[src/rtl/usr_pkg.sv]
// Shared types for the universal shift register: opcode encoding and
// the burst controller's state encoding.
package usr_pkg;

    typedef enum logic [2:0] {
        OP_HOLD  = 3'b000,
        OP_LOAD  = 3'b001,
        OP_SHL   = 3'b010,
        OP_SHR   = 3'b011,
        OP_ASR   = 3'b100,
        OP_ROL   = 3'b101,
        OP_ROR   = 3'b110,
        OP_BURST = 3'b111
    } usr_op_e;

    typedef enum logic {
        ST_IDLE  = 1'b0,
        ST_SHIFT = 1'b1
    } usr_state_e;

endpackage

[src/rtl/usr_burst_ctrl.sv]
// Burst controller for univ_shift_reg_n: owns the IDLE/SHIFT state, the
// down-counter and the busy/done handshake. Emits shift_en for each edge
// on which the datapath must shift right during a burst; the final edge
// of a burst (counter at zero) holds q and raises done.
module usr_burst_ctrl
    import usr_pkg::*;
#(
    parameter int WIDTH = 8
) (
    input  logic clk,
    input  logic reset,
    input  logic start,
    output logic busy,
    output logic done,
    output logic shift_en
);

    localparam int CNT_W = $clog2(WIDTH);

    usr_state_e       state;
    usr_state_e       state_d;
    logic [CNT_W-1:0] cnt;
    logic [CNT_W-1:0] cnt_d;
    logic             busy_d;
    logic             done_d;

    // State, counter and registered handshake flags; reset aborts any burst.
    always_ff @(posedge clk or posedge reset) begin
        if (reset) begin
            state <= ST_IDLE;
            cnt   <= '0;
            busy  <= 1'b0;
            done  <= 1'b0;
        end else begin
            state <= state_d;
            cnt   <= cnt_d;
            busy  <= busy_d;
            done  <= done_d;
        end
    end

    // Next-state logic: accept a start in IDLE, count down in SHIFT,
    // and pulse done on the edge that returns to IDLE.
    always_comb begin
        state_d  = state;
        cnt_d    = cnt;
        busy_d   = busy;
        done_d   = 1'b0;
        shift_en = 1'b0;
        case (state)
            ST_IDLE: begin
                busy_d = 1'b0;
                if (start) begin
                    state_d = ST_SHIFT;
                    cnt_d   = CNT_W'(WIDTH - 1);
                    busy_d  = 1'b1;
                end
            end
            ST_SHIFT: begin
                if (cnt != '0) begin
                    shift_en = 1'b1;
                    cnt_d    = cnt - 1'b1;
                end else begin
                    state_d = ST_IDLE;
                    busy_d  = 1'b0;
                    done_d  = 1'b1;
                end
            end
            default: begin
                state_d = ST_IDLE;
                busy_d  = 1'b0;
            end
        endcase
    end

endmodule

[src/rtl/univ_shift_reg_n.sv]
// Universal shift register, WIDTH bits: hold, load, shift left/right with
// serial fill, arithmetic shift right, optional rotates, and an LSB-first
// burst serialiser on ser_out driven by usr_burst_ctrl.
// Build option: define USR_ROTATE_EN to enable ROL/ROR (opcodes 101/110);
// without it those opcodes behave as HOLD and no rotate logic is built.
module univ_shift_reg_n
    import usr_pkg::*;
#(
    parameter int WIDTH = 8
) (
    input  logic             clk,
    input  logic             reset,
    input  logic [2:0]       op,
    input  logic [WIDTH-1:0] data_in,
    input  logic             ser_in_l,
    input  logic             ser_in_r,
    output logic [WIDTH-1:0] q,
    output logic             ser_out,
    output logic             busy,
    output logic             done
);

    logic [WIDTH-1:0] q_d;
    logic             start;
    logic             shift_en;
    usr_op_e          op_e;

    assign op_e    = usr_op_e'(op);
    assign start   = ~busy && (op_e == OP_BURST);
    assign ser_out = q[0];

    usr_burst_ctrl #(
        .WIDTH (WIDTH)
    ) u_burst_ctrl (
        .clk      (clk),
        .reset    (reset),
        .start    (start),
        .busy     (busy),
        .done     (done),
        .shift_en (shift_en)
    );

    // Register contents; cleared asynchronously so ser_out is 0 in reset.
    always_ff @(posedge clk or posedge reset) begin
        if (reset) begin
            q <= '0;
        end else begin
            q <= q_d;
        end
    end

    // Opcode mux: burst shifting has priority; ops are decoded only while idle.
    always_comb begin
        q_d = q;
        if (shift_en) begin
            q_d = {ser_in_r, q[WIDTH-1:1]};
        end else if (!busy) begin
            case (op_e)
                OP_LOAD:  q_d = data_in;
                OP_SHL:   q_d = {q[WIDTH-2:0], ser_in_l};
                OP_SHR:   q_d = {ser_in_r, q[WIDTH-1:1]};
                OP_ASR:   q_d = {q[WIDTH-1], q[WIDTH-1:1]};
`ifdef USR_ROTATE_EN
                OP_ROL:   q_d = {q[WIDTH-2:0], q[WIDTH-1]};
                OP_ROR:   q_d = {q[0], q[WIDTH-1:1]};
`endif
                OP_BURST: q_d = data_in;
                default:  q_d = q;
            endcase
        end
    end

endmodule

[config.mk]
export PLATFORM = sky130hd
export DESIGN_NAME = univ_shift_reg_n
export DESIGN_NICKNAME = d
export VERILOG_FILES = /design/src/rtl/usr_pkg.sv /design/src/rtl/usr_burst_ctrl.sv /design/src/rtl/univ_shift_reg_n.sv
export SDC_FILE = /design/constraint.sdc
export NUM_CORES = 1
export LEC_CHECK = 0
export ABC_CLOCK_PERIOD_IN_PS = 4400
export BUFFER_PORTS_ARGS = -buffer_cell sky130_fd_sc_hd__buf_2
export CORE_UTILIZATION = 45
export DETAILED_ROUTE_END_ITERATION = 8
export PLACE_DENSITY = 0.7
export SLEW_MARGIN = 20
export SYNTH_ARGS = -nofsm -noshare
export SYNTH_HDL_FRONTEND = slang
export SYNTH_SLANG_ARGS = --single-unit
[constraint.sdc]
create_clock -name clk -period 4.4 [get_ports clk]
set_input_delay 0.22 -clock clk [delete_from_list [all_inputs] [get_ports clk]]
set_output_delay 0.22 -clock clk [all_outputs]
set_load 0.02 [all_outputs]
# Word level (Yosys, flattened, before mapping)
# Index checks and enable logic that the tools add are counted.
word_totals:
  ff_bits: 14
  input_bits: 15
  word_cells: 41
classes:
  n_addsub: 1
  n_eq_ne: 10
  mux: 14
  bitwise_logic: 2
  n_reduce_logical: 8
op_table:
  columns: ["cell", "count"]
  rows:
  - ["$pmux W8 S4", 1]
  - ["$mux W8", 2]
  - ["$ne A2 B2 Y1 const B", 5]
  - ["$eq A3 B2 Y1 const B", 2]
  - ["$eq A3 B3 Y1 const B", 2]
  - ["$mux W1", 6]
  - ["$mux W3", 2]
  - ["$pmux W3 S2", 1]
  - ["$reduce_bool A5 Y1", 1]
  - ["$pmux W1 S2", 2]
  - ["$reduce_and A2 Y1", 2]
  - ["$reduce_bool A4 Y1", 1]
  - ["$eq A3 B1 Y1 const B", 1]
  - ["$reduce_and A3 Y1", 1]
  - ["$reduce_bool A3 Y1", 1]
  - ["$sub A3 B1 Y3 const B", 1]
  - ["$not A1 Y1", 2]
  - ["$reduce_or A2 Y1", 1]
  - ["$logic_and A1 B1 Y1", 1]

# Depth between registers and ports, before layout
# Gate-level depths: netlist of run 1.
depth:
  ltp_word: 5
  depth_mapped: 6
  ltp_nobuf: 6

# Hierarchy
# A second synthesis of run 1 with hierarchy kept.
unflattened:
  cells_unflattened: 94
  area_unflattened_um2: 919.6
by_module_without_submodules:
  columns: ["module", "instances", "cells_per_inst", "area_each_um2", "seq_area_each_um2"]
  rows:
  - ["univ_shift_reg_n", 1, 70, 629.4, 200.2]
  - ["usr_burst_ctrl", 1, 24, 290.3, 150.1]

# Worst setup path before layout of run 1
# Ideal clock, no wire load.
synth_timing:
  path_kind: "register to register"
  from: "register u_burst_ctrl.cnt[0]"
  to: "register q[0]"
  arrival_time_ps: 1277
  required_ps: 4263
  slack_ps: 2986
  stages_incl_launch_ff: 7
  path_cell_list: "dfrtp_1 -> inv_1 -> ha_1 -> nand2b_1 -> a221o_1 -> nand2_1 -> a32oi_1"
synth_between:
  elab_chain_cells: 5
  elab_cells_between_ends: 7
  classes_between: "eq/ne: 1; mux: 3; reduce/logical: 3"
synth_lines:
  columns: ["element", "line", "rtl"]
  rows:
  - ["start: declaration", "usr_burst_ctrl.sv:22", "logic [CNT_W-1:0] cnt;"]
  - ["start signal: assignment", "usr_burst_ctrl.sv:36", "cnt <= cnt_d;"]
  - ["$reduce_bool A3 Y1 *", "usr_burst_ctrl.sv:60", "if (cnt != '0) begin"]
  - ["$mux W1 *", "usr_burst_ctrl.sv:60", null]
  - ["$mux W1 *", "usr_burst_ctrl.sv:50", "case (state)"]
  - ["$reduce_bool A5 Y1 (no line) or $ne A2 B2 Y1 (tied branches)", null, null]
  - ["$reduce_and A2 Y1 (no line)", null, null]
  - ["end signal: assignment", "univ_shift_reg_n.sv:48", "q <= q_d;"]
  - ["end: declaration", "univ_shift_reg_n.sv:17", "output logic [WIDTH-1:0] q,"]
# Mark *: on every way between the ends. The rest lies on a longest branch, timed or not.
# A chain may end at the register's enable or synchronous reset.

# Worst setup path in the final report of run 1
layout_timing:
  from: "register u_burst_ctrl.cnt[0]"
  to: "register q[3]"
# The elaborated chain is that of the path after synthesis.

==> metrics.md, run 1 <==
| Metric | Value |
|---|---|
| Clock Tree Buf Depth | 2 |
| Initial DRC Count | 21 |
| WL final | around 2100 um |
| Combinational share of power | a little over half |
| Post-DP Area | between 1000 and 1500 sq um |
| First-pass GRT wire length | approximately 3000 um |
| Pleak | ~0.00052 uW |
| Slew HR | between 60% and 70% |
| Hold path cells | 3 |
| Max Cap Viol | 0 |
| Commonest non-fill, non-tap cell in the layout | buf_2 |
| Antenna diodes | 0 |
| Clock latency on the worst-skew pair | approximately 280 ps |
| Sw frac | a little under half |
| Proportion of layout cells with a drive suffix above 1 | between 20% and 30% |
| Fin cells | between 150 and 200 |
| Vias per cell | 5.47 |
| Critical path data required time | between 4000 and 5000 ps |
| CP Capture Type | flop |
| Filler cells | 195 |
| Largest net degree at the start of global routing | 23 |
| Mean post-synth cell area | 8.42 sq um |
| Crit start category | flop |
| Die Y | between 40 and 50 um |
| Drc violations | 0 |
| Worst clock skew | 1.83 ps |
| CTS tree | built |
| # placed instances | roughly 160 |
| Post-Synthesis Cells | between 100 and 150 |
| Core box area | approximately 2000 sq um |
| Setup TNS | 0 ps |
| Most frequent cells in the layout | 25 x buf_2, 14 x dfrtp_1, 13 x nand2_1, 12 x inv_1, 10 x o21ai_1 |
| Initial antenna violation count | 0 |
| Share of power burned in registers | a little under two fifths |
| GRT Residual Overflow | 0 |
| Peak supply drop | between 0.2 and 0.3 mV |
| Clock power share | a little over a tenth |
| Detail Placement HPWL | ~1600 um |
| Root buffer cell | clkbuf_4 |
| Number of global-route vias before repair | 635 |
| Die width | 48.0 um |
| DR pass1 iterations | 4 |
| Final Hold Fails | 0 |
| Syn nets | 130 |
| Hold crit path type | in2reg |
| Post-DRT Antenna Nets | 0 |
| Mapped Area | roughly 950 sq um |
| Final Setup Violations | 0 |
| PwrDens | slightly above 600 nW/um^2 |
| Finished Cell Area | between 1000 and 1500 sq um |
| Crit Path Class | reg2reg |
| Fin. max-slew vios | 0 |
| Post-CTS Resized | 0 |
| Number of buffers created by CTS | 3 |
| Starting density of the core | 48.0% |
| CTS clk-pin slew, worst paths | about 80 ps |
| CP Max Fanout | 7 |
| Post-detailed-route wirelength per cell | about 13 um |
| Internal | about 360 uW |
| Sink Count | 14 |
| Outcome | completed |
| H-tree depth | 1 |
| Worst Max-Slew Pin Slew | 526 ps |
| Core Rows | 16 |
| GRT Util Overall | a little under a fifth |
| Vias | 892 |
| Sw Pwr | 317 uW |
| I/O Pins | 26 |
| Port buffer count | 25 |
| Seq cells post-synth | 14 |
| Minimum clock period | 1570 ps |
| Highest achievable clock rate | roughly 0.63 GHz |
| RSZ-0062 raised after global routing | false |
| Full die area | roughly 2300 sq um |
| Final worst path period share | between 30% and 40% |
| Register area share after synthesis | between 30% and 40% |
| Placer Congestion | roughly 0.77 |
| CP arrival | around 1700 ps |
| NumNets Final | ~160 |
| Distinct cells, synth | 33 |
| Area Overhead vs Synth | 15.5% |
| Yosys warns | 0 |
| R2R depth | 6 |
## power groups by stage
stage / combinational, uW / sequential, uW / clock, uW
after global routing: 395 / 262 / 75.3
after detailed placement: 351 / 254 / 0
after global placement: 337 / 252 / 0
after floorplan: 207 / 294 / 0
final: 352 / 252 / 70.6
after CTS: 352 / 251 / 72.3
## synth_stat cells (all sizes together)
cell type | instances | share of area [%]
a211oi | 1 | 0.79
a21boi | 7 | 5.5
a21oi | 5 | 3.4
a221o | 1 | 1.1
a31oi | 1 | 0.66
a32oi | 7 | 6.4
and2 | 1 | 0.66
and3 | 1 | 0.66
buf | 6 | 4.6
dfrtp | 14 | 37
ha | 2 | 2.6
inv | 13 | 5.1
mux2i | 1 | 1.1
nand2 | 13 | 5.1
nand2b | 1 | 0.66
nor2 | 9 | 3.6
nor2b | 1 | 0.66
nor3 | 1 | 0.53
nor3b | 2 | 2.1
nor4 | 1 | 0.66
nor4b | 1 | 0.92
o211ai | 7 | 5.5
o21ai | 13 | 6.8
o31a | 1 | 0.92
or4 | 1 | 1.2
xnor2 | 1 | 0.92
xor2 | 1 | 0.92
## kinds of logic after synthesis
logic type | synth area share (%)
fa+ha+maj | 2.63
simple gates | 16.7
xor+xnor | 1.84
compound gates | 31.2
mux | 1.05
buf+inv | 9.74
flops | 36.8
## metal layers
metal	wire (um)	global-route usage, %
met4	29	5.00
met1	1050	30.7
met5	0	0
met3	97	3.40
met2	958	25.1
## registers in the layout, summed over array words and instances (netlist names)
name,cells
q,8
u_burst_ctrl.busy,1
u_burst_ctrl.cnt,3
u_burst_ctrl.done,1
u_burst_ctrl.state,1
## worst max-delay path: stages, from the launching register on
cell and delay (ps):
dfrtp_1 400, inv_1 90, ha_1 150, nand2b_1 120, a221o_1 480, nand2_1 110, a32oi_1 90
## final cells by class
type / instances / area, sq um / share of cell area, %
tap: 27 / 33.8 / 3.08
multi-input combinational: 80 / 508 / 46.2
clock buffer: 3 / 22.5 / 2.05
sequential: 14 / 350 / 31.9
inverter: 13 / 48.8 / 4.44
timing repair buffer: 26 / 135 / 12.3
## what timing repair did
| action | CTS | global route |
|---|---|---|
| hold buffers | 1 | 0 |
| hold endpoints to repair | 14 | 0 |
| buffers inserted | 0 | 0 |
## metrics by stage
step | utilization, % | total power [uW] | setup slack [ps] | hold slack [ps]
after floorplan | - | 501 | 2990 | 109
after detailed placement | 53.8 | 604 | 2840 | 287
final | 55.4 | 675 | 2830 | 165
after global placement | 53.8 | 590 | 2900 | 280
after global routing | 55.4 | 732 | 2740 | 206
after CTS | 55.4 | 676 | 2820 | 165
## path summary, 6_finish.rpt
check | startpoint | to | slack (ps)
max | u_burst_ctrl.cnt[0]$_DFFE_PP0P_ | q[3]$_DFFE_PP0P_ | 2830
min | ser_in_r | q[7]$_DFFE_PP0P_ | 170
max reg2reg | u_burst_ctrl.cnt[0]$_DFFE_PP0P_ | q[3]$_DFFE_PP0P_ | 2830
min reg2reg | u_burst_ctrl.cnt[0]$_DFFE_PP0P_ | u_burst_ctrl.cnt[0]$_DFFE_PP0P_ | 500
max in group asynchronous | reset | q[6]$_DFFE_PP0P_ | 3540
min in group asynchronous | reset | u_burst_ctrl.cnt[0]$_DFFE_PP0P_ | 520
Power figures use the tool's default switching activity.
==> run 2: changes to the inputs <==
--- a/config.mk
+++ b/config.mk
@@ -5,11 +5,12 @@
 export SDC_FILE = /design/constraint.sdc
 export NUM_CORES = 1
 export LEC_CHECK = 0
-export ABC_CLOCK_PERIOD_IN_PS = 4400
+export ABC_AREA = 1
+export ABC_CLOCK_PERIOD_IN_PS = 1450
 export BUFFER_PORTS_ARGS = -buffer_cell sky130_fd_sc_hd__buf_2
 export CORE_UTILIZATION = 45
 export DETAILED_ROUTE_END_ITERATION = 8
-export PLACE_DENSITY = 0.7
+export PLACE_DENSITY = 0.71
 export SLEW_MARGIN = 20
 export SYNTH_ARGS = -nofsm -noshare
 export SYNTH_HDL_FRONTEND = slang
==> constraint.sdc (replaced) <==
create_clock -name clk -period 1.45 [get_ports clk]
set_input_delay 0.0725 -clock clk [delete_from_list [all_inputs] [get_ports clk]]
set_output_delay 0.0725 -clock clk [all_outputs]
set_load 0.02 [all_outputs]
==> metrics.md, run 2 <==
| Metric | Value |
|---|---|
| Outcome | completed (unchanged) |
| Worst-path cell chain | inv_2 -> ha_4 -> nand2_4 -> nand2_8 -> nand3_1 -> nand2_2 -> nand2_4 -> nor2_1 -> nor2_1 (was inv_1 -> ha_1 -> nand2b_1 -> a221o_1 -> nand2_1 -> a32oi_1) |
| Root buffer cell | clkbuf_4 (unchanged) |
| CTS clk-pin slew, worst paths | 90 ps (was 80 ps) |
| Final Setup Violations | 0 (unchanged) |
| CP Max Fanout | 7 (unchanged) |
| Number of global-route vias before repair | 760 (was 635) |
| Drc violations | 0 (unchanged) |
| Crit start category | flop (unchanged) |
| Commonest non-fill, non-tap cell in the layout | nand3_1 (was buf_2) |
| I/O Pins | 26 (unchanged) |
| Vias | 970 (was 892) |
| Crit path to | q[6]$_DFFE_PP0P_ (was q[3]$_DFFE_PP0P_) |
| Top area cells in the synthesized netlist | dfrtp_1 41%, nand3_1 17%, nor2_1 12% (was dfrtp_1 37%, a32oi_1 6.4%, a21boi_1 5.5%) |
| RR Startpoint | u_burst_ctrl.cnt[0]$_DFFE_PP0P_ (unchanged) |
| Synth top area share | 40.6% (was 36.8%) |
| Post-layout util | 67.0% (was 55.4%) |
| Die Y | 45.8 um (was 48.0 um) |
| Post-synth EDFFs | 0 (unchanged) |
| CP Buf/Inv Count | 1 (unchanged) |
| Proportion of layout cells with a drive suffix above 1 | 32.5% (was 24.3%) |
| Syn nets | 140 (was 130) |
| Worst Max-Slew Pin Slew | 546 ps (was 526 ps) |
| DR pass1 iterations | 4 (unchanged) |
| Slew HR | 63.6% (was 64.9%) |
| Yosys warns | 0 (unchanged) |
| Fin. max-slew vios | 0 (unchanged) |
| Vias per cell | 5.33 (was 5.47) |
| Crit Path Class | reg2reg (unchanged) |
| Detail Placement HPWL | 1580 um (was 1610 um) |
| Highest achievable clock rate | 0.733 GHz (was 0.635 GHz) |
| Area Overhead vs Synth | 36.8% (was 15.5%) |
| Sink Count | 14 (unchanged) |
| WL final | 2290 um (was 2140 um) |
| PwrDens | 2150 nW/um^2 (was 614 nW/um^2) |
| Initial DRC Count | 28 (was 21) |
| Most used DFF post-synth | dfrtp_1 (unchanged) |
| Biggest register | q (unchanged) |
| Async set or reset register ratio after synthesis | 100% (unchanged) |
| Hold crit path type | in2reg (unchanged) |
| Worst reg2reg endpoint | q[6]$_DFFE_PP0P_ (was q[3]$_DFFE_PP0P_) |
| # placed instances | 175 (was 159) |
| Max reg flops | 8 (unchanged) |
| Port buffer count | 25 (unchanged) |
| Largest net degree at the start of global routing | 15 (was 23) |
| Pleak | 0.000630 uW (was 0.000516 uW) |
| Most common cell in the netlist | nand3_1 (was dfrtp_1) |
| Starting density of the core | 48.9% (was 48.0%) |
| Reg2Reg Setup Slack | 80 ps (was 2830 ps) |
| Number of buffers created by CTS | 3 (unchanged) |
| Core box area | 1760 sq um (was 1980 sq um) |
| Slowest-stage cell, CP | dfrtp_1 (was a221o_1) |
| GRT Residual Overflow | 0 (unchanged) |
| Peak supply drop | 1.15 mV (was 0.295 mV) |
| Most frequent cells in the layout | 28 x nand3_1, 25 x nor2_1, 25 x buf_2, 19 x nand2_1, 14 x dfrtp_1 (was 25 x buf_2, 14 x dfrtp_1, 13 x nand2_1, 12 x inv_1, 10 x o21ai_1) |
| CP Capture Type | flop (unchanged) |
| Slowest stage delay, CP | 390 ps (was 480 ps) |
| Mapped Area | 863 sq um (was 951 sq um) |
| First-pass GRT wire length | 3350 um (was 2950 um) |
| WHS | 157 ps (was 165 ps) |
| Levels on crit path | 9 (was 6) |
| Critical path data required time | 1640 ps (was 4540 ps) |
| Worst clock skew | 4.09 ps (was 1.83 ps) |
| Mean post-synth cell area | 7.02 sq um (was 8.42 sq um) |
| R2R depth | 9 (was 6) |
| Full die area | 2100 sq um (was 2300 sq um) |
| Fin cells | 182 (was 163) |
| Die width | 45.8 um (was 48.0 um) |
| Largest area contributor in the netlist | dfrtp_1 (unchanged) |
| Max Cap Viol | 0 (unchanged) |
| Register area share after synthesis | 40.6% (was 36.8%) |
| Placer Congestion | 0.830 (was 0.770) |
| Core Rows | 15 (was 16) |
| Final worst path period share | 94.1% (was 35.8%) |
| Initial antenna violation count | 0 (unchanged) |
| Seq cells post-synth | 14 (unchanged) |
| Top delay family on crit path | simple AND/OR/NAND/NOR gates (was compound AO/OA/AOI/OAI gates) |
| Final Hold Fails | 0 (unchanged) |
| Distinct cells, synth | 13 (was 33) |
| Post-detailed-route wirelength per cell | 12.6 um (was 13.1 um) |
| Post-DRT Antenna Nets | 0 (unchanged) |
| Clock Tree Buf Depth | 2 (unchanged) |
| CP arrival | 1550 ps (was 1720 ps) |
| GRT Util Overall | 22.7% (was 18.9%) |
| Largest regs | q: 8 flops, u_burst_ctrl.cnt: 3 flops (unchanged) |
| Clock latency on the worst-skew pair | 280 ps (about the same) |
| NumNets Final | 175 (was 155) |
| Antenna diodes | 0 (unchanged) |
| H-tree depth | 1 (unchanged) |
| Post-Synthesis Cells | 123 (was 113) |
| CTS tree | built (unchanged) |
| Synth top cells by count | 29 x nand3_1, 27 x nor2_1, 22 x nand2_1 (was 14 x dfrtp_1, 13 x nand2_1, 12 x inv_1) |
| Minimum clock period | 1370 ps (was 1570 ps) |
| Worst setup startpoint | u_burst_ctrl.cnt[0]$_DFFE_PP0P_ (unchanged) |
-- run 2: cell types whose count changed after synthesis, moves of 8 or more --
| cell | delta |
|---|---|
| a21oi_1 | +8 |
| nand2_1 | +9 |
| nand3_1 | +29 |
| nor2_1 | +18 |
| o21ai_1 | -10 |
-- run 2: cell families after synthesis --
kind of cell / share of synthesized area, %
AO/OA/AOI/OAI: 7.25
flip-flops: 40.6
adder cells (fa/ha/maj): 2.90
buffers and inverters: 4.93
AND/OR/NAND/NOR: 44.3
-- run 2: cell type report --
type / instances / area [sq um]
well taps: 25 / 31.3
repair buffers: 32 / 196
inverters: 8 / 30.0
flip-flops and latches: 14 / 350
multi-input cells: 99 / 537
fillers: 179 / 583
clock buffers: 4 / 36.3
-- run 2: report_power, final --
part	internal, uW	switching, uW	total, uW
clock	153	136	289
combinational	609	880	1490
sequential	580	184	764
total	1340	1200	2540
-- run 2: how the worst min path moves through the flow --
stage,startpoint,to,depth (start not counted)
after global placement,reset,q[5]$_DFFE_PP0P_,2
after global routing,op[2],u_burst_ctrl.busy$_DFFE_PP0N_,3
after detailed placement,reset,u_burst_ctrl.cnt[1]$_DFFE_PP0P_,2
after CTS,data_in[7],q[7]$_DFFE_PP0P_,5
final,data_in[7],q[7]$_DFFE_PP0P_,5
after floorplan,reset,q[0]$_DFFE_PP0P_,1
-- run 2: what timing repair did --
action / 4_1_cts / 5_1_grt
resized for setup: 0 / 17
endpoints found under the setup margin: 0 / 9
hold endpoints to repair: 14 / 0
buffers inserted: 0 / 2
hold buffers: 1 / 0
-- run 2: per-stage QoR --
step                      worst slack (ps)  cell area (sq um)  total power (uW)  setup TNS, ps
after floorplan                        103                863              1600              0
after global placement                67.4               1050              2000              0
after detailed placement              24.8               1050              2030              0
after CTS                             15.3               1100              2330              0
after global routing                 -9.66               1180              2750          -9.66
final                                 84.9               1180              2540              0
-- run 2: tightest hold or removal path: cells and delay by family --
family / cells / cell delay (ps)
AO/OA/AOI/OAI: 1 / 60
AND/OR/NAND/NOR: 3 / 170
buffers and inverters: 1 / 100
-- run 2: layer usage --
layer | GRT usage (%) | share of wire [%] | up-vias
li1 | - | - | 473
met5 | 0 | 0 | -
met4 | 8.82 | 1.2 | 0
met3 | 2.38 | 6.1 | 4
met1 | 32.6 | 45 | 452
met2 | 34.9 | 48 | 41
